[src/rtl/fifo_pkg.sv]
// Shared constants and elaboration helpers for the parametrised synchronous FIFO.
package fifo_pkg;

    localparam int FIFO_NORMAL    = 0;
    localparam int FIFO_SHOWAHEAD = 1;

    // Ceiling log2 for any positive integer, not only powers of two.
    function automatic int clog2(input int n);
        int r;
        r = 0;
        for (int i = 0; i < 31; i++) begin
            if ((32'sd1 <<< i) < n) begin
                r = i + 1;
            end else begin
                r = r;
            end
        end
        return r;
    endfunction

endpackage

[src/rtl/fifo_ram_sdp.sv]
// Simple dual-port storage: one synchronous write port, one read port that is
// either a registered enabled read (normal mode) or an asynchronous read (show-ahead).
module fifo_ram_sdp
    import fifo_pkg::*;
#(
    parameter  int WIDTH = 8,
    parameter  int DEPTH = 16,
    parameter  int MODE  = FIFO_NORMAL,
    localparam int AW    = clog2(DEPTH)
) (
    input  logic             clk,
    input  logic             rst,
    input  logic             clr,
    input  logic             we_i,
    input  logic [AW-1:0]    waddr_i,
    input  logic [WIDTH-1:0] wdata_i,
    input  logic             re_i,
    input  logic [AW-1:0]    raddr_i,
    output logic [WIDTH-1:0] rdata_o
);

    logic [WIDTH-1:0] mem [DEPTH];
    logic [WIDTH-1:0] rdata_q;

    // Storage array; contents are deliberately never reset.
    always_ff @(posedge clk) begin
        if (we_i) begin
            mem[waddr_i] <= wdata_i;
        end
    end

    // Registered read data for normal mode, flushed to zero by reset or clear.
    always_ff @(posedge clk or posedge rst) begin
        if (rst) begin
            rdata_q <= '0;
        end else if (clr) begin
            rdata_q <= '0;
        end else if (re_i) begin
            rdata_q <= mem[raddr_i];
        end else begin
            rdata_q <= rdata_q;
        end
    end

    assign rdata_o = (MODE == FIFO_SHOWAHEAD) ? mem[raddr_i] : rdata_q;

endmodule

[src/rtl/fifo_syn_param.sv]
// Parametrised single-clock FIFO with any depth, normal or show-ahead reads,
// programmable almost-full/almost-empty levels, flush and sticky error flags.
module fifo_syn_param
    import fifo_pkg::*;
#(
    parameter  int WIDTH      = 8,
    parameter  int DEPTH      = 16,
    parameter  int SHOW_AHEAD = FIFO_NORMAL,
    parameter  int AF_LEVEL   = 14,
    parameter  int AE_LEVEL   = 2,
    localparam int AW         = clog2(DEPTH),
    localparam int CW         = clog2(DEPTH + 1)
) (
    input  logic             clk,
    input  logic             rst,
    input  logic             clr,
    input  logic             wr,
    input  logic             rd,
    input  logic [WIDTH-1:0] data,
    output logic [WIDTH-1:0] q,
    output logic             full,
    output logic             empty,
    output logic             almost_full,
    output logic             almost_empty,
    output logic [CW-1:0]    usedw,
    output logic             overflow,
    output logic             underflow
);

    localparam logic [AW-1:0] PTR_LAST = AW'(DEPTH - 1);
    localparam logic [CW-1:0] CNT_FULL = CW'(DEPTH);
    localparam logic [CW-1:0] AF_CNT   = CW'(AF_LEVEL);
    localparam logic [CW-1:0] AE_CNT   = CW'(AE_LEVEL);

    generate
        if (DEPTH < 2) begin : g_bad_depth
            $error("fifo_syn_param: DEPTH must be at least 2");
        end
        if (AF_LEVEL < 1 || AF_LEVEL > DEPTH) begin : g_bad_af
            $error("fifo_syn_param: AF_LEVEL must lie in 1..DEPTH");
        end
        if (AE_LEVEL < 0 || AE_LEVEL > DEPTH - 1) begin : g_bad_ae
            $error("fifo_syn_param: AE_LEVEL must lie in 0..DEPTH-1");
        end
    endgenerate

    logic [AW-1:0]    wr_ptr_q, wr_ptr_d, rd_ptr_q, rd_ptr_d;
    logic [CW-1:0]    count_q, count_d;
    logic             ovf_q, ovf_d, udf_q, udf_d;
    logic             wr_acc_s, rd_acc_s;
    logic             ram_we_s, ram_re_s;
    logic [WIDTH-1:0] ram_rdata_s;

    // Modulo-DEPTH increment; works for non-power-of-two depths.
    function automatic logic [AW-1:0] ptr_inc(input logic [AW-1:0] p);
        return (p == PTR_LAST) ? '0 : p + AW'(1);
    endfunction

    assign full         = (count_q == CNT_FULL);
    assign empty        = (count_q == '0);
    assign almost_full  = (count_q >= AF_CNT);
    assign almost_empty = (count_q <= AE_CNT);
    assign usedw        = count_q;
    assign overflow     = ovf_q;
    assign underflow    = udf_q;

    // Acceptance: a full FIFO still takes a write when a read frees a slot.
    always_comb begin
        rd_acc_s = rd & ~empty;
        wr_acc_s = wr & (~full | rd_acc_s);
        ram_we_s = wr_acc_s & ~clr;
        ram_re_s = rd_acc_s & ~clr;
    end

    // Next-state for pointers, count and sticky flags; flush wins over traffic.
    always_comb begin
        wr_ptr_d = wr_ptr_q;
        rd_ptr_d = rd_ptr_q;
        count_d  = count_q;
        ovf_d    = ovf_q;
        udf_d    = udf_q;
        if (clr) begin
            wr_ptr_d = '0;
            rd_ptr_d = '0;
            count_d  = '0;
            ovf_d    = 1'b0;
            udf_d    = 1'b0;
        end else begin
            if (wr_acc_s) begin
                wr_ptr_d = ptr_inc(wr_ptr_q);
            end else begin
                wr_ptr_d = wr_ptr_q;
            end
            if (rd_acc_s) begin
                rd_ptr_d = ptr_inc(rd_ptr_q);
            end else begin
                rd_ptr_d = rd_ptr_q;
            end
            if (wr_acc_s && !rd_acc_s) begin
                count_d = count_q + CW'(1);
            end else if (rd_acc_s && !wr_acc_s) begin
                count_d = count_q - CW'(1);
            end else begin
                count_d = count_q;
            end
            if (wr && !wr_acc_s) begin
                ovf_d = 1'b1;
            end else begin
                ovf_d = ovf_q;
            end
            if (rd && !rd_acc_s) begin
                udf_d = 1'b1;
            end else begin
                udf_d = udf_q;
            end
        end
    end

    // State registers.
    always_ff @(posedge clk or posedge rst) begin
        if (rst) begin
            wr_ptr_q <= '0;
            rd_ptr_q <= '0;
            count_q  <= '0;
            ovf_q    <= 1'b0;
            udf_q    <= 1'b0;
        end else begin
            wr_ptr_q <= wr_ptr_d;
            rd_ptr_q <= rd_ptr_d;
            count_q  <= count_d;
            ovf_q    <= ovf_d;
            udf_q    <= udf_d;
        end
    end

    fifo_ram_sdp #(
        .WIDTH (WIDTH),
        .DEPTH (DEPTH),
        .MODE  (SHOW_AHEAD)
    ) u_ram (
        .clk     (clk),
        .rst     (rst),
        .clr     (clr),
        .we_i    (ram_we_s),
        .waddr_i (wr_ptr_q),
        .wdata_i (data),
        .re_i    (ram_re_s),
        .raddr_i (rd_ptr_q),
        .rdata_o (ram_rdata_s)
    );

    // Show-ahead presents zero while empty; normal mode passes the registered read.
    always_comb begin
        if ((SHOW_AHEAD == FIFO_SHOWAHEAD) && empty) begin
            q = '0;
        end else begin
            q = ram_rdata_s;
        end
    end

endmodule

[config.mk]
export PLATFORM = sky130hd
export DESIGN_NAME = fifo_syn_param
export DESIGN_NICKNAME = d
export VERILOG_FILES = /design/src/rtl/fifo_pkg.sv /design/src/rtl/fifo_ram_sdp.sv /design/src/rtl/fifo_syn_param.sv
export SDC_FILE = /design/constraint.sdc
export NUM_CORES = 1
export LEC_CHECK = 0
export ABC_AREA = 1
export CORE_UTILIZATION = 60
export DETAILED_ROUTE_END_ITERATION = 7
export MAX_ROUTING_LAYER = met4
export PLACE_DENSITY = 0.86
export RECOVER_POWER = 25
export SLEW_MARGIN = 5
export SYNTH_ARGS = -nofsm -noshare
export SYNTH_HDL_FRONTEND = slang
export SYNTH_SLANG_ARGS = --single-unit
[constraint.sdc]
create_clock -name clk -period 4.8 [get_ports clk]
set_input_delay 1.2 -clock clk [delete_from_list [all_inputs] [get_ports clk]]
set_output_delay 1.2 -clock clk [all_outputs]
set_load 0.05 [all_outputs]
==> results of run 1 <==
==> cells in the final DEF (no fill, tap or decap), types with 2 or more instances in the layout <==
cell             Yosys  layout
dfrtp_1             23      22
clkbuf_16            0      17
nor2_1              18      18
clkdlybuf4s50_1      0      25
o21ai_0             10      10
buf_4                5       3
inv_6                0       3
o21ai_1              2       2
a21oi_1              5       5
nor2_2               3       3
clkinvlp_4           0       2
clkinv_1             2       2
nand4_1              3       3
dlygate4sd3_1        0       6
inv_2                2       2
or2_2                6       6
bufinv_16            0       3
edfxtp_1           128     128
clkinv_2             0       2
inv_1               92      92
nand3_2              2       2
nand2_2              5       4
nand2_1            249     250
clkinv_4             0       2
nor3_1               4       4
nand3_1             92      92
ha_1                 9       9
==> critical path: cells and delay by family, from the launching register on <==
| kind | cells | cell delay [ns] |
|---|---|---|
| buffers and inverters | 2 | 0.92 |
| flip-flops | 1 | 0.46 |
| AND/OR/NAND/NOR | 2 | 0.36 |
==> final timing paths <==
path,endpoint,slack [ns],cells past startpoint
setup / recovery,empty,1.44,4
hold / removal,u_ram.rdata_o[1],0.49,2
setup reg to reg,u_ram.rdata_o[5],2.39,9
hold reg to reg,u_ram.rdata_o[1],0.49,2
max in group asynchronous,rd_ptr_q[0],2.79,2
min in group asynchronous,wr_ptr_q[0],1.41,2
==> state kept, by name, indices dropped and copies added (netlist names) <==
register	flops
overflow	1
rd_ptr_q	4
u_ram.mem	128
u_ram.rdata_o	8
underflow	1
usedw	5
wr_ptr_q	4
==> logic make-up (layout without fill, tap and decap cells) <==
group | after synthesis | after routing | synth area share
simple gates | 383 | 383 | 0.239
flops | 151 | 151 | 0.649
buf+inv | 122 | 161 | 0.0728
compound gates | 20 | 20 | 0.0173
fa+ha+maj | 10 | 10 | 0.0195
xor+xnor | 2 | 2 | 0.00257
==> layout make-up <==
type	instances	area share
Timing Repair Buffer	34	0.0428
Inverter	96	0.0463
Sequential cell	151	0.568
Tap cell	140	0.0225
Clock buffer	18	0.0552
Clock inverter	13	0.0219
Multi-Input combinational cell	415	0.243
==> through the flow <==
stage                     hold slack, ns  total power (W)   util  setup slack (ns)
final                              0.487          0.00408  0.711              1.44
after floorplan                    0.558          0.00242      -              1.93
after detailed placement           0.472          0.00274  0.657              1.36
after global routing               0.509          0.00425  0.711              1.35
after global placement             0.462          0.00269  0.657              1.51
after CTS                          0.491          0.00408  0.712              1.41
==> power breakdown <==
group,switching (W),internal (W)
logic,0.000793,0.000355
registers,0.0000950,0.00148
clock network,0.000528,0.000822
==> routing by layer <==
layer / global-route usage / part of all wire / vias to the layer above
li1: - / - / 2285
met1: 0.365 / 0.38 / 2269
met2: 0.481 / 0.50 / 272
met3: 0.0645 / 0.088 / 42
met4: 0.120 / 0.032 / 0
met5: - / 0 / -
==> run summary, run 1 <==
Hold Vio Cnt, Final: 0
H-Tree Depth: 4
CTS tree: yes
fin crit period: 3.36 ns
fill count: 760
GR Overflow Total: 0
drt wl/cell: 17.8 um
worst r2r src: rd_ptr_q[0]
total CTS buffers: 17
fraction of registers with async set/reset: 0.152
FMAX: 298 MHz
Post-Route Skew: 0.00922 ns
Pins Over Slew Limit: 0
area grow syn2layout: 14.3%
Slew @ Worst Pin: 1.07 ns
Die Y: 109 um
drt via density: 5.61
CP startpoint kind: register
PostCTS Resize Cnt: 0
placed cell area: 7180 um^2
maxcap violations: 0
post-route insts no fill: 867
vias in the first global route: 4719
yosys warns: 0
Synth area leaders: edfxtp_1 (56%), nand2_1 (14%), dfrtp_1 (8.5%)
Hold WC Path Type: reg2reg
Setup-failing EPs final: 0
I/O Buffers: 31
Crit. Startpoint: usedw[2]
Yosys top cell area share: 0.564
most frequent cell after synthesis: nand2_1
syn nets: 711
via count: 4868
most instantiated cells after synthesis: nand2_1 (249), edfxtp_1 (128), inv_1 (92), nand3_1 (92), dfrtp_1 (23)
row cnt: 38
Diodes inserted: 0
placed cell count: 836
Root Buffer: clkbuf_16
Die Width: 109 um
# Post-CTS Setup Buffers: 0
PD cells: 524 nW/um^2
Reg area: 4420 um^2
Setup crit end kind: primary output
GRT Total Usage: 0.297
final layout net count: 738
Num Clock Sinks: 151
DRC violations left: 0
RSZ-0062 raised after global routing: no
first-pass GRT wire length: 24200 um
largest net degree at the start of global routing: 58
hpwl dp: 9930 um
number of synthesized flops with an enable pin: 128
drt total wl: 15500 um
critical setup path kind: reg2out
leakage power: 3.37 nW
die area: 11800 um^2
Final Wtd Congestion: 0.938
core area: 10900 um^2
worst path cell trace: nor2_2 > nand3_2 > inv_1 > clkdlybuf4s50_1
Layout Cell Area excl Fill: 7780 um^2
area of the multi-input gates: 1890 um^2
Setup TNS Final: 0 ns
worst vdd ir: 0.398 mV
drt initial violations: 602
Post-Syn Area: 6810 um^2
top_reg_cell synth: edfxtp_1
Worst EP required: 3.60 ns
TritonRoute pass-1 iters: 6
Syn Inst Count: 688
per-instance average area after synthesis: 9.90 um^2
antenna viol nets, final: 0
Hold Buf Count CTS: 0
Synth cell types: 29
part of the cycle the worst path needs: 0.700
Worst-path clk slew: 0.06 ns
Starting Density: 0.623
post-synth top area cell: edfxtp_1
status: finished clean
share of post-route cells with drive strength above 1: 0.0729
FF+latch count, synth: 151
worst-path fanout max: 6
Critical Path AT: 2.16 ns
Hold Startpoint: u_ram.rdata_o[1]
clk buf depth: 2
sequential cell area fraction in the yosys report: 0.649
Critical Path Max Stage Delay: 0.81 ns
initial antenna violation count: 0
slowest CP cell: clkdlybuf4s50_1
IO Pins: 32
clk_lat worst skew: 0.42 ns
slew margin rel.: 0.281
Note: power is estimated with default switching activity, not from simulation.
==> inputs of run 2 (changes only) <==
- CORE_UTILIZATION: 60 -> 54
- PLACE_DENSITY: 0.86 -> 0.82
- clock period: 4.8 -> 2.9 ns (I/O delays scaled with it)
==> run summary, run 2 (synthesized netlist as in run 1, its figures left out) <==
worst vdd ir: 0.518 mV
Hold WC Path Type: reg2reg
TritonRoute pass-1 iters: 6
FF-to-FF End: u_ram.rdata_o[6]
Starting Density: 0.560
via count: 4904
Hold EP: u_ram.rdata_o[0]
drt wl/cell: 16.9 um
first-pass GRT wire length: 24300 um
P_int: 0.00460 W
Pins Over Slew Limit: 0
Hold Crit Depth: 2
worst-path fanout max: 7
Critical Path AT: 1.95 ns
row cnt: 40
max reg flops: 128
antenna viol nets, final: 0
sequential power share: 0.371
total CTS buffers: 17
Hold Startpoint: u_ram.rdata_o[0]
IO Pins: 32
CP startpoint kind: register
largest net degree at the start of global routing: 51
H-Tree Depth: 4
Slew @ Worst Pin: 1.05 ns
vias in the first global route: 4725
DRC violations left: 0
area grow syn2layout: 17.9%
switch share: 0.339
Hold Vio Cnt, Final: 0
clk buf depth: 2
Setup crit end kind: primary output
RSZ-0062 raised after global routing: no
Setup TNS Final: 0 ns
Clk pwr share: 0.339
Largest Register: u_ram.mem
Worst EP required: 2.17 ns
Worst Reg-to-Reg Cells: 10
Die Width: 114 um
leakage power: 3.54 nW
combinational share of power: 0.290
Setup-failing EPs final: 0
FMAX: 374 MHz
placed cell area: 7400 um^2
drt total wl: 15500 um
GR Overflow Total: 0
Root Buffer: clkbuf_16
fin crit period: 2.67 ns
part of the cycle the worst path needs: 0.921
initial antenna violation count: 0
core area: 12200 um^2
I/O Buffers: 31
most frequent cells in the layout: nand2_1 (249), edfxtp_1 (128), nand3_1 (93)
Layout Cell Area excl Fill: 8030 um^2
slew margin rel.: 0.298
Hold Buf Count CTS: 0
reg-to-reg slack, setup: 0.56 ns
Diodes inserted: 0
drt via density: 5.35
Worst-path clk slew: 0.06 ns
share of post-route cells with drive strength above 1: 0.0909
PD cells: 868 nW/um^2
net switching power of the design: 0.00236 W
critical setup path kind: reg2out
final layout net count: 759
commonest non-fill, non-tap cell in the layout: nand2_1
hpwl dp: 10100 um
CTS tree: yes
clk_lat worst skew: 0.42 ns
GRT Total Usage: 0.265
Post-Route Skew: 0.00542 ns
drt initial violations: 504
Die Y: 114 um
worst r2r src: rd_ptr_q[0]
Final Wtd Congestion: 0.947
die area: 13100 um^2
Num Clock Sinks: 151
maxcap violations: 0
status: finished clean
run 2: changes by cell type in the layout (fill, tap and decap cells not counted), sizes merged:
cell,before,now
buf,3,22
bufinv,3,5
clkbuf,18,21
clkdlybuf4s50,25,23
clkinv,6,7
clkinvlp,2,1
dlygate4sd3,6,5
dlymetal6s2s,0,3
inv,98,95
run 2: area by class of cell:
cell class	instances	area [um^2]
sequential	151	4420
fill	892	4140
multi-input combinational	415	1890
timing repair buffer	55	515
clock buffer	19	433
inverter	96	360
tap	168	210
clock inverter	12	201
run 2: through the flow:
| stage | setup slack (ns) | utilization | hold WS (ns) | std cells | total power [W] |
|---|---|---|---|---|---|
| after floorplan | 0.501 | - | 0.558 | 688 | 0.00401 |
| after global placement | 0.269 | 0.609 | 0.464 | 885 | 0.00455 |
| after detailed placement | 0.192 | 0.609 | 0.467 | 885 | 0.00462 |
| after CTS | 0.00337 | 0.661 | 0.483 | 916 | 0.00697 |
| after global routing | 0.170 | 0.660 | 0.486 | 916 | 0.00724 |
| final | 0.228 | 0.660 | 0.478 | 916 | 0.00697 |
run 2: repair_timing:
item / CTS / global route
endpoints found under the setup margin: 0 / 3
gates resized for setup: 0 / 3
endpoints found under the hold margin: 0 / 0
setup buffers: 0 / 0
run 2: worst max-delay path, cell delays in order (launching register included):
cell and delay (ns):
dfrtp_1 0.51, nand3_1 0.13, nand2_1 0.08, clkdlybuf4s50_1 0.80
run 2: routing by layer:
metal	routed length (um)	track usage	part of all wire	vias to the layer above
met1	6330	0.344	0.41	2291
met4	465	0.137	0.030	0
li1	-	-	-	2327
met5	0	-	0	-
met3	1300	0.0461	0.084	42
met2	7400	0.402	0.48	244
run 2: worst max-delay path by stage:
stage | endpoint | slack, ns | cells after the start | startpoint
2_1_floorplan | almost_empty | 0.50 | 3 | usedw[2]
3_3_place_gp | usedw[4] | 0.27 | 12 | rd
3_5_place_dp | usedw[4] | 0.19 | 12 | rd
4_1_cts | empty | 0.003 | 4 | usedw[0]
5_1_grt | almost_full | 0.17 | 3 | usedw[1]
6_report | almost_full | 0.23 | 3 | usedw[1]
run 2: power groups by stage:
stage | Combinational, W | Sequential [W] | Clock, W
after floorplan | 0.00120 | 0.00281 | 0
after detailed placement | 0.00199 | 0.00263 | 0
after global routing | 0.00219 | 0.00260 | 0.00245
final | 0.00202 | 0.00259 | 0.00236
after CTS | 0.00200 | 0.00259 | 0.00237
after global placement | 0.00193 | 0.00263 | 0
==> inputs of run 3 (changes only) <==
- CAP_MARGIN: not set -> 20
==> results of run 3 <==
Same layout as run 2: the final DEF is identical, and so are final timing and power.
